[config.mk]
export PLATFORM = sky130hd
export DESIGN_NAME = pipe_stage_chain
export DESIGN_NICKNAME = d
export VERILOG_FILES = /design/src/rtl/pipe_stage_chain.sv
export SDC_FILE = /design/constraint.sdc
export NUM_CORES = 1
export LEC_CHECK = 0
export ABC_AREA = 0
export CELL_PAD_IN_SITES_DETAIL_PLACEMENT = 0
export CELL_PAD_IN_SITES_GLOBAL_PLACEMENT = 1
export CORE_ASPECT_RATIO = 1.4
export CORE_UTILIZATION = 46
export DETAILED_ROUTE_END_ITERATION = 16
export PLACE_DENSITY_LB_ADDON = 0.25
export SETUP_SLACK_MARGIN = 0.1
export SYNTH_ARGS = -nofsm -noshare
export SYNTH_HDL_FRONTEND = slang
export SYNTH_SLANG_ARGS = --single-unit
[constraint.sdc]
create_clock -name clk -period 7.7 [get_ports clk]
set_input_delay 1.155 -clock clk [delete_from_list [all_inputs] [get_ports clk]]
set_output_delay 1.155 -clock clk [all_outputs]
set_load 0.01 [all_outputs]
[src/rtl/pipe_stage_chain.sv]
// Elastic pipeline of DEPTH register stages carrying a WIDTH-bit payload.
// Each stage has a valid bit. A valid/ready chain lets items move into empty
// stages while the stages downstream are stalled (bubble collapsing). A
// front-end flush kills the youngest FLUSH_STAGES stages. The block also
// provides occupancy and retire counters so a bench can observe the pipe.
module pipe_stage_chain #(
  parameter int WIDTH        = 32,
  parameter int DEPTH        = 5,
  parameter int FLUSH_STAGES = 2,
  parameter int CNT_W        = 32
) (
  input  logic                           clk,
  input  logic                           rst,
  input  logic                           in_valid,
  output logic                           in_ready,
  input  logic [WIDTH-1:0]               in_data,
  input  logic                           flush,
  output logic                           out_valid,
  input  logic                           out_ready,
  output logic [WIDTH-1:0]               out_data,
  output logic [$clog2(DEPTH+1)-1:0]     occupancy,
  output logic [CNT_W-1:0]               retired_count
);

  localparam int   OCC_W    = $clog2(DEPTH + 1);
  localparam logic FLUSH_EN = (FLUSH_STAGES > 0);

  logic [DEPTH-1:0]            valid_q, valid_d;
  logic [DEPTH-1:0][WIDTH-1:0] data_q,  data_d;
  logic [CNT_W-1:0]            retired_q, retired_d;
  logic [DEPTH:0]              rdy;
  logic [OCC_W-1:0]            occ_d;
  logic                        flush_act;
  logic                        in_hs;
  logic                        out_hs;

  assign flush_act = flush && FLUSH_EN;
  assign in_ready  = rdy[0] && !flush_act;
  assign in_hs     = in_valid && in_ready;
  assign out_valid = valid_q[DEPTH-1];
  assign out_data  = data_q[DEPTH-1];
  assign out_hs    = out_valid && out_ready;

  // Ready chain from the output back to stage 0: a stage can load when it is
  // empty or when the stage after it can load.
  always_comb begin
    logic r;
    // NOTE: every variable in a combinational block gets a default before any
    // condition, so no path leaves it unassigned and no latch is inferred.
    rdy        = '0;
    r          = out_ready;
    rdy[DEPTH] = out_ready;
    for (int i = DEPTH - 1; i >= 0; i--) begin
      r      = !valid_q[i] || r;
      rdy[i] = r;
    end
  end

  // Next state of every stage: advance where ready, hold otherwise. Then
  // apply the flush kill on top of that.
  always_comb begin
    valid_d = valid_q;
    data_d  = data_q;

    // Stage 0 loads from the upstream port. Its data only changes on a real
    // input handshake, so in_data is never captured while in_ready is low.
    if (rdy[0]) begin
      valid_d[0] = in_hs;
    end
    if (in_hs) begin
      data_d[0] = in_data;
    end

    // The data register only moves when a valid item arrives. The contents
    // of an empty stage are not used.
    for (int i = 1; i < DEPTH; i++) begin
      if (rdy[i]) begin
        valid_d[i] = valid_q[i-1];
        if (valid_q[i-1]) begin
          data_d[i] = data_q[i-1];
        end
      end
    end

    // Flush clears the youngest stages. The first surviving stage receives
    // nothing from the killed stage, so it empties if its own item moves on.
    if (flush_act) begin
      for (int i = 0; i < DEPTH; i++) begin
        if (i < FLUSH_STAGES) begin
          valid_d[i] = 1'b0;
        end else if (i == FLUSH_STAGES && rdy[i]) begin
          valid_d[i] = 1'b0;
        end
      end
    end
  end

  // Retire counter: one count per output handshake, wraps naturally.
  always_comb begin
    retired_d = retired_q + CNT_W'(out_hs);
  end

  // Occupancy is the population count of the stage valid bits.
  always_comb begin
    occ_d = '0;
    for (int i = 0; i < DEPTH; i++) begin
      occ_d = occ_d + OCC_W'(valid_q[i]);
    end
  end

  assign occupancy     = occ_d;
  assign retired_count = retired_q;

  // Stage and counter registers, cleared asynchronously.
  always_ff @(posedge clk or posedge rst) begin
    if (rst) begin
      valid_q   <= '0;
      // NOTE: the payload registers are reset as well as the valid bits,
      // because out_data must read as zero after reset.
      data_q    <= '0;
      retired_q <= '0;
    end else begin
      // NOTE: non-blocking assignments, so every stage samples the values
      // its neighbours held before this edge.
      valid_q   <= valid_d;
      data_q    <= data_d;
      retired_q <= retired_d;
    end
  end

endmodule

### Word level (Yosys, flattened, before mapping)

Index checks and enable logic that the tools add are counted.

* muxes and demuxes: 5
* reduce and logical (&&, ||, !) cells: 20
* $add $sub $neg: 5

Operator list (number)
* $add A32 B1 Y32: 1
* $reduce_and A2 Y1: 4
* $add A3 B1 Y3: 2
* $logic_not A1 Y1: 6
* $logic_or A1 B1 Y1: 5
* $mux W1: 4
* $reduce_bool A2 Y1: 2
* $add A2 B1 Y3: 1
* $logic_and A1 B1 Y1: 3
* $mux W3: 1
* $add A1 B1 Y2: 1

* output and inout port bits: 69
* bits in registers: 197
* word-level logic and storage cells: 41

### Depth between registers and ports, before layout

Gate-level depths: netlist (run 1).

* depth after elaboration: 10
* depth in mapped cells: 7
* mapped depth without buffers: 7

### Worst setup path after synthesis (run 1)

Ideal clock, no wire load.

* path type: reg-to-output
* start: reg valid_q[0]
* end: out occupancy[1]
* stages on the path, launching flop included: 4
* arrival: 1.625 ns
* setup slack: 4.920 ns
* path buffers: 0
* cell sequence: dfrtp_1 fa_1 fa_1 ha_1

* longest elaborated chain between the ends: 4

Ends and longest elaborated chain
* from (decl): RTL line 28 `logic [DEPTH-1:0] valid_q, valid_d;`
* from (signal assigned): RTL line 125 `valid_q <= valid_d;`
* $add A1 B1 Y2: RTL line 107 `occ_d = occ_d + OCC_W'(valid_q[i]);`
* $add A2 B1 Y3: RTL line 107
* $add A3 B1 Y3 (2 in series): RTL line 107
* to (decl): RTL line 21 `output logic [$clog2(DEPTH+1)-1:0] occupancy,`

Every way passes these cells.

### Worst setup path after layout (run 1)

* start: in out_ready
* end: out in_ready

* longest elaborated chain between the ends: 6

Ends and longest elaborated chain
* from (decl): RTL line 19 `input logic out_ready,`
* $logic_or A1 B1 Y1 (5 in series): RTL line 54 `r = !valid_q[i] || r;`
* $logic_and A1 B1 Y1: RTL line 38 `assign in_ready = rdy[0] && !flush_act;`
* to (decl): RTL line 15 `output logic in_ready,`

Every way passes these cells.

==> flow_summary.json, run 1 <==
{
  "status": "complete, no violations",
  "antenna_found_initial": 0,
  "pwr-share-seq_pct": 50.7,
  "place_inst": 805,
  "synth.distinct_cells": 37,
  "clk_latency_ns": 0.42,
  "via_per_inst": 4.96,
  "reg2regPathDepth": 7,
  "setup_violations": 0,
  "ir_drop_mv": 0.146,
  "antenna_left": 0,
  "clock-sinks": 197,
  "finalHoldViolations": 0,
  "netlist_area_um2": 8020,
  "hp-start": "retired_count[31]",
  "tritoncts": "done",
  "yosys_warnings": 0,
  "drv_slew": 0,
  "syn_inst": 514,
  "synth_edf_count": 0,
  "vias": 4144,
  "synthesis.nets": 556,
  "io_buffers": 105,
  "gp_congestion": 0.756,
  "cts_buffers": 17,
  "overflow": 0,
  "synth_area_per_cell_um2": 15.6,
  "min_path_type": "flip-flop to flip-flop",
  "p_int_mw": 2.21,
  "finClkSkew_ns": 0.00979,
  "coreArea_um2": 16900,
  "cts_resized": 0,
  "r2r-end": "retired_count[28]",
  "avgRoutedWirePerCell_um": 16.3,
  "r2r_slack_ns": 5.49,
  "n_fill_cell": 1357,
  "diodes": 0,
  "cp-end-kind": "output pin",
  "critPathSlowestCell": "clkdlybuf4s50_1",
  "timing.final.crit_share_pct": 50.5,
  "cts_buffer_depth": 2,
  "fp.dieH_um": 158,
  "start_util_pct": 47.5,
  "area_delta_synth_final_pct": 19.9,
  "combPwrFrac_pct": 20.2,
  "final_nets": 634,
  "drive_gt1_share_pct": 33.2,
  "cts_root_buffer": "clkbuf_16",
  "grt_max_degree": 119,
  "worst_ep_arrival_time_ns": 2.73,
  "die_area_um2": 18000,
  "final.min_clock_period_ns": 3.89,
  "synth_flop_cell": "dfrtp_1",
  "min_to": "retired_count[31]",
  "first_iter_violations": 152,
  "startpoint_type": "input port",
  "cp_max_fo": 5,
  "drt_first_pass_iters": 4,
  "grt_usage_pct": 16.5,
  "grt_pass1_wl_um": 22600,
  "max_slew_margin_pct": 33.8,
  "htree_num_levels": 4,
  "p_leak_nw": 4.29,
  "instances_no_fill": 835,
  "rsz0062_at_grt": "no",
  "final_util_pct": 57.0,
  "hpwl_um": 8700,
  "slowest_delay_ns": 0.57,
  "power_frac_clock_pct": 29.1,
  "io_pins": 106,
  "synth-seq-area-share_pct": 61.5,
  "cp_cell_sequence": "clkdlybuf4s50_1, and4b_4, a31oi_4, clkdlybuf4s50_1",
  "ys_ff_latch": 197,
  "tns_ns": 0,
  "totalWireLength_um": 13700,
  "r2r_start": "valid_q[4]",
  "synthArstFlopShare_pct": 100,
  "postCtsSetupRepairBufs": 0,
  "critPathKind": "input port to output pin",
  "worstMarginPinSlew_ns": 0.994,
  "switching_share_pct": 24.7,
  "cts-hold-fix-buffers": 0,
  "path_clk_slew_ns": 0.07,
  "die_w_um": 114,
  "maxCapViolations": 0,
  "required_ns": 6.55,
  "drc_errors": 0,
  "switchingPower_uw": 725,
  "num_rows": 56,
  "p_per_area_nw_per_um2": 305,
  "max_freq_mhz": 257,
  "hold_path_depth": 1,
  "crit_top_cell": "clkdlybuf4s50_1",
  "grt_pass1_vias": 4321
}
## stage by stage
step           cell area, µm²  worst slack (ns)  hold WS, ns  power [mW]
2_1_floorplan            8020              1.18        0.458        1.92
3_3_place_gp             9060              3.83        0.463        2.08
3_5_place_dp             9060              3.81        0.469        2.12
4_1_cts                  9620              3.81        0.479        2.98
5_1_grt                  9620              3.76        0.494        3.09
6_report                 9620              3.81        0.474        2.94
## cells by family after synthesis
kind of cell,synth area share (%)
DFF,61.5
muxes,23.9
and+or+nand+nor,5.35
buffers and inverters,4.51
xor gates and xnor gates,3.28
AOI/OAI and AO/OA,0.577
adders and majority gates,0.967
## worst max path at each step
| stage | start | to | slack [ns] | cells past startpoint |
|---|---|---|---|---|
| finish | out_ready | in_ready | 3.81 | 4 |
| global placement | out_ready | in_ready | 3.83 | 4 |
| CTS | out_ready | in_ready | 3.81 | 4 |
| floorplan | rst | async pin | 1.18 | 1 |
| global route | valid_q[0] | occupancy[1] | 3.76 | 4 |
| detailed placement | out_ready | in_ready | 3.81 | 4 |
## area by class of cell
| class | instances | area, µm² | area share, % |
|---|---|---|---|
| clock buffers | 20 | 437 | 4.54 |
| clock inverters | 10 | 125 | 1.30 |
| inverters | 3 | 18.8 | 0.195 |
| multi-input cells | 265 | 2750 | 28.5 |
| flip-flops and latches | 197 | 4930 | 51.2 |
| well taps | 232 | 290 | 3.02 |
| repair buffers | 108 | 1070 | 11.2 |
## worst max-delay path: cells and delay by family
| kind | cells | cell delay (ns) |
|---|---|---|
| buffers and inverters | 2 | 1.10 |
| and+or+nand+nor | 1 | 0.24 |
| AOI/OAI and AO/OA | 1 | 0.23 |
## cells in the final DEF (no fill, tap or decap), types with 6 or more instances in the layout
cell             synthesis  layout
nand4_1                  8       8
dfrtp_1                197     197
xnor2_1                 25      25
mux2_1                   6       6
clkdlybuf4s50_1          0     105
mux2_2                 124     124
mux2_4                  30      30
nand3_1                 14      14
nand2_1                 12       9
clkbuf_16                0      17
nor2_1                   6       6
## Yosys cell counts (2+ instances only)
cell type | instances | area [µm²]
and2_1 | 2 | 12.5
and3_1 | 3 | 18.8
dfrtp_1 | 197 | 4930
nand2b_1 | 3 | 18.8
fa_1 | 2 | 40.0
nand4_4 | 2 | 42.5
nand4_2 | 2 | 25.0
ha_1 | 3 | 37.5
xnor2_1 | 25 | 219
nor3_1 | 3 | 15.0
buf_4 | 32 | 240
buf_6 | 4 | 45.0
buf_2 | 13 | 65.1
nand2_1 | 12 | 45.0
nand4_1 | 8 | 50.1
mux2_4 | 30 | 450
nand3_1 | 14 | 70.1
mux2_1 | 6 | 67.6
mux2_2 | 124 | 1400
xor2_1 | 5 | 43.8
inv_1 | 3 | 11.3
nor2_1 | 6 | 22.5
## flip-flops by register name, indices dropped and copies added, names as in the netlist, named ones only
register / flops
retired_count: 32
valid_q: 4
data_q: 128
out_data: 32
## routing by layer
layer / track usage (%) / routed length (µm) / part of all wire [%]
met1: 21.2 / 6130 / 45
met2: 27.1 / 6860 / 50
met3: 3.91 / 463 / 3.4
met4: 6.08 / 199 / 1.5
met5: 0 / 0 / 0
## power by group through the flow
| stage | clock, mW | sequential, mW | combinational (mW) |
|---|---|---|---|
| after global routing | 0.918 | 1.53 | 0.640 |
| after CTS | 0.880 | 1.49 | 0.606 |
| after detailed placement | 0 | 1.51 | 0.604 |
| final | 0.853 | 1.49 | 0.594 |
| after floorplan | 0 | 1.46 | 0.464 |
| after global placement | 0 | 1.50 | 0.583 |
(Power assumes the default switching activity.)
==> run 2: changes to the inputs <==
==> constraint.sdc (replaced) <==
create_clock -name clk -period 3.71 [get_ports clk]
set_input_delay 0.5565 -clock clk [delete_from_list [all_inputs] [get_ports clk]]
set_output_delay 0.5565 -clock clk [all_outputs]
set_load 0.01 [all_outputs]
==> run 2 against run 1 <==
Against the previous run: non-clock buffer count grew 3; global-route usage down 0.066 points; clock skew shrank 0.00066 ns; register-to-register slack lost 3.9 ns; via count barely moved; sequential cell count is the same; total power rose by 110%; worst setup slack got worse by 3.3 ns; cell count rose by 0.60%; critical path depth did not move; clock-buffer cell count is 3 lower; critical endpoint is now occupancy[1].
==> flow_summary.json, run 2 (synthesis gave the netlist of run 1 again) <==
{
  "required_ns": 3.15,
  "worst_ep_arrival_time_ns": 2.65,
  "clk_latency_ns": 0.44,
  "cp_max_fo": 5,
  "startpoint_type": "flip-flop",
  "overflow": 0,
  "max_slew_margin_pct": 38.9,
  "ir_drop_mv": 0.376,
  "avgRoutedWirePerCell_um": 15.9,
  "p_per_area_nw_per_um2": 646,
  "htree_num_levels": 4,
  "num_rows": 56,
  "layout_commonest_cell": "dfrtp_1",
  "cts-hold-fix-buffers": 0,
  "area_delta_synth_final_pct": 21.7,
  "switching_share_pct": 24.7,
  "die_w_um": 114,
  "setup_ws_ns": 0.502,
  "timing.final.crit_share_pct": 86.5,
  "postCtsSetupRepairBufs": 0,
  "cts_buffer_depth": 2,
  "grt_pass1_wl_um": 22300,
  "cts_resized": 0,
  "die_area_um2": 18000,
  "finalHoldViolations": 0,
  "min_path_type": "flip-flop to flip-flop",
  "via_per_inst": 4.94,
  "gp_congestion": 0.763,
  "cp-end-kind": "output pin",
  "p_int_mw": 4.75,
  "max_freq_mhz": 312,
  "path_clk_slew_ns": 0.07,
  "grt_max_degree": 117,
  "cts_root_buffer": "clkbuf_16",
  "vias": 4148,
  "power_frac_clock_pct": 31.5,
  "design_area_um2": 9760,
  "p_leak_nw": 4.36,
  "hold_path_depth": 1,
  "start_util_pct": 47.5,
  "largest_reg_flops": 128,
  "antenna_found_initial": 0,
  "mostFrequentLayoutCells": "197 x dfrtp_1, 124 x mux2_2, 105 x clkdlybuf4s50_1",
  "r2r_start": "valid_q[4]",
  "drt_first_pass_iters": 4,
  "antenna_left": 0,
  "r2r_slack_ns": 1.60,
  "hp-start": "retired_count[31]",
  "coreArea_um2": 16900,
  "final.min_clock_period_ns": 3.21,
  "setup_violations": 0,
  "maxCapViolations": 0,
  "reg2regPathDepth": 7,
  "pwr-share-seq_pct": 49.0,
  "totalWireLength_um": 13400,
  "diodes": 0,
  "worstMarginPinSlew_ns": 0.914,
  "hpwl_um": 8760,
  "switchingPower_mw": 1.55,
  "status": "complete, no violations",
  "final_util_pct": 57.8,
  "io_pins": 106,
  "grt_usage_pct": 16.4,
  "regMostFlops": "data_q",
  "critPathKind": "flip-flop to output pin",
  "hold-worst-slack_ns": 0.478,
  "grt_pass1_vias": 4326,
  "combPwrFrac_pct": 19.5,
  "fp.dieH_um": 158,
  "first_iter_violations": 189,
  "rsz0062_at_grt": "no",
  "tritoncts": "done",
  "post-place-ws_ns": 0.938,
  "final_nets": 637,
  "finClkSkew_ns": 0.00913,
  "tns_ns": 0,
  "drc_errors": 0,
  "clock-sinks": 197,
  "cts_buffers": 17,
  "min_to": "retired_count[31]",
  "io_buffers": 105,
  "placed_area_um2": 9110,
  "drv_slew": 0,
  "drive_gt1_share_pct": 34.2,
  "r2r-end": "retired_count[24]"
}
[run 2: layout make-up]
cell class              instances  area [µm²]
inverters                       3        15.0
clock inverters                15         220
repair buffers                111        1130
multi-input cells             265        2750
clock buffers                  17         425
flip-flops and latches        197        4930
fillers                      1338        7130
well taps                     232         290
[run 2: worst max-delay path by stage]
stage	end	depth (start not counted)	from	slack, ns
floorplan	async pin	1	rst	0.61
global placement	occupancy[1]	4	valid_q[0]	0.94
detailed placement	retired_count[22]	8	out_ready	0.94
CTS	occupancy[1]	4	valid_q[0]	0.46
global route	occupancy[1]	4	valid_q[0]	0.41
finish	occupancy[1]	4	valid_q[0]	0.50
[run 2: metrics by stage]
step,std cells,power [mW]
after floorplan,514,3.99
after global placement,808,4.32
after detailed placement,808,4.39
after CTS,840,6.40
after global routing,840,6.63
final,840,6.30
[run 2: power by group through the flow]
stage                     logic, mW  registers, mW  clock network (mW)
after detailed placement       1.25           3.14                   0
after floorplan               0.964           3.03                   0
after global placement         1.21           3.11                   0
after CTS                      1.26           3.10                2.04
final                          1.23           3.09                1.98
after global routing           1.33           3.18                2.12
[run 2: critical path, stage by stage (launching register included)]
cell and delay, ns:
dfrtp_1 0.48, fa_1 0.52, fa_1 0.37, ha_1 0.28
clkdlybuf4s50_1 0.57
[run 2: routing by layer]
metal  share of wire, %  track usage (%)  vias up
met2                 50             26.7       77
met5                  0                0        -
li1                   -                -     1929
met3                3.1             3.52       17
met1                 45             20.9     2125
met4                1.9             7.89        0
==> run 3: changes to the inputs <==
--- a/config.mk
+++ b/config.mk
@@ -11,8 +11,11 @@
 export CORE_ASPECT_RATIO = 1.4
 export CORE_UTILIZATION = 46
 export DETAILED_ROUTE_END_ITERATION = 16
+export GPL_ROUTABILITY_DRIVEN = 0
 export PLACE_DENSITY_LB_ADDON = 0.25
+export REMOVE_ABC_BUFFERS = 1
 export SETUP_SLACK_MARGIN = 0.1
+export SLEW_MARGIN = 25
 export SYNTH_ARGS = -nofsm -noshare
 export SYNTH_HDL_FRONTEND = slang
 export SYNTH_SLANG_ARGS = --single-unit
==> run 3 against run 2 <==
Against the previous run: largest power group unchanged; combinational power is essentially flat; non-clock buffer count shrank 2; critical path depth stayed put; critical endpoint unchanged; first-iteration DRC count decreased by 30%; worst hold slack got worse by 0.0056 ns.
==> flow_summary.json, run 3 (synthesis gave the netlist of run 1 again) <==
{
  "maxCapViolations": 0,
  "hpwl_um": 8680,
  "rsz0062_at_grt": "no",
  "grt_pass1_wl_um": 22800,
  "finClkSkew_ns": 0.0133,
  "vias": 4179,
  "drt_first_pass_iters": 4,
  "n_fill_cell": 1328,
  "max_freq_mhz": 313,
  "p_per_area_nw_per_um2": 628,
  "tns_ns": 0,
  "worst_ep_arrival_time_ns": 2.64,
  "tritoncts": "done",
  "max_slew_margin_pct": 36.2,
  "grt_max_degree": 111,
  "cts_resized": 0,
  "regArea_um2": 4930,
  "grt_usage_pct": 16.8,
  "setup_violations": 0,
  "diodes": 0,
  "ir_drop_mv": 0.345,
  "via_per_inst": 4.99,
  "multi_input_area_um2": 2750,
  "htree_num_levels": 4,
  "place_inst": 806,
  "overflow": 0,
  "drv_slew": 0,
  "required_ns": 3.15,
  "cp_max_fo": 5,
  "num_rows": 56,
  "cts_buffer_depth": 2,
  "min_path_type": "flip-flop to flip-flop",
  "timing.final.crit_share_pct": 86.1,
  "io_pins": 106,
  "drive_gt1_share_pct": 34.0,
  "avgRoutedWirePerCell_um": 16.4,
  "fp.dieH_um": 158,
  "p_leak_nw": 4.31,
  "path_clk_slew_ns": 0.08,
  "grt_pass1_vias": 4425,
  "final_nets": 635,
  "cts_root_buffer": "clkbuf_16",
  "postCtsSetupRepairBufs": 0,
  "drc_errors": 0,
  "largest_reg_flops": 128,
  "area_delta_synth_final_pct": 20.2,
  "worstMarginPinSlew_ns": 0.954,
  "die_area_um2": 18000,
  "io_buffers": 105,
  "design_area_um2": 9650,
  "reg2regPathDepth": 7,
  "instances_no_fill": 838,
  "layout_commonest_cell": "dfrtp_1",
  "clk_latency_ns": 0.44,
  "die_w_um": 114,
  "antenna_left": 0,
  "first_iter_violations": 133,
  "start_util_pct": 47.5,
  "clock-sinks": 197,
  "startpoint_type": "flip-flop",
  "cp-end-kind": "output pin",
  "antenna_found_initial": 0,
  "cts_buffers": 17,
  "status": "complete, no violations",
  "mostFrequentLayoutCells": "197 x dfrtp_1, 124 x mux2_2, 105 x clkdlybuf4s50_1",
  "finalHoldViolations": 0,
  "cts-hold-fix-buffers": 0,
  "hold_path_depth": 1,
  "placed_area_um2": 9090,
  "critPathKind": "flip-flop to output pin",
  "final.min_clock_period_ns": 3.20,
  "regMostFlops": "data_q",
  "totalWireLength_um": 13700,
  "coreArea_um2": 16900
}
==> run 3: path summary, 6_finish.rpt <==
check,endpoint,startpoint,slack (ns)
min in group asynchronous,retired_count[22],rst,0.67
setup reg to reg,retired_count[26],valid_q[4],1.59
setup / recovery,occupancy[1],valid_q[0],0.51
hold / removal,retired_count[31],retired_count[31],0.47
max in group asynchronous,data_q[106],rst,2.22
hold reg to reg,retired_count[31],retired_count[31],0.47
==> run 3: where the power goes <==
group	leakage, nW	internal [mW]	switching [mW]	total [mW]
sequential	2.44	2.77	0.332	3.10
clock	0.268	0.895	0.828	1.72
combinational	1.59	0.832	0.401	1.23
==> run 3: through the flow <==
stage | worst slack [ns] | hold WS, ns | util (%) | total power, mW
2_1_floorplan | -2.22 | 0.458 | - | 3.77
3_3_place_gp | 1.00 | 0.465 | 53.8 | 4.33
3_5_place_dp | 0.964 | 0.470 | 53.8 | 4.40
4_1_cts | 0.488 | 0.484 | 57.1 | 6.15
5_1_grt | 0.433 | 0.516 | 57.1 | 6.39
6_report | 0.514 | 0.472 | 57.1 | 6.05
==> run 3: layer usage <==
metal	global-route usage [%]	share of wire, %	up-vias
met5	0	0	-
met4	5.26	1.3	0
met3	4.79	4.0	13
met2	28.9	53	84
met1	20.4	42	2167
li1	-	-	1915
==> run 3: worst max-delay path, cell delays in order (launching register included) <==
cell	delay [ns]
dfrtp_1	0.50
fa_1	0.53
fa_1	0.37
ha_1	0.28
clkdlybuf4s50_1	0.53
==> run 3: final cells by class <==
class | count | area share [%]
multi-input cells | 265 | 28.5
well taps | 232 | 3.01
clock buffers | 18 | 4.55
inverters | 3 | 0.195
repair buffers | 109 | 11.5
flip-flops and latches | 197 | 51.1
clock inverters | 14 | 1.21
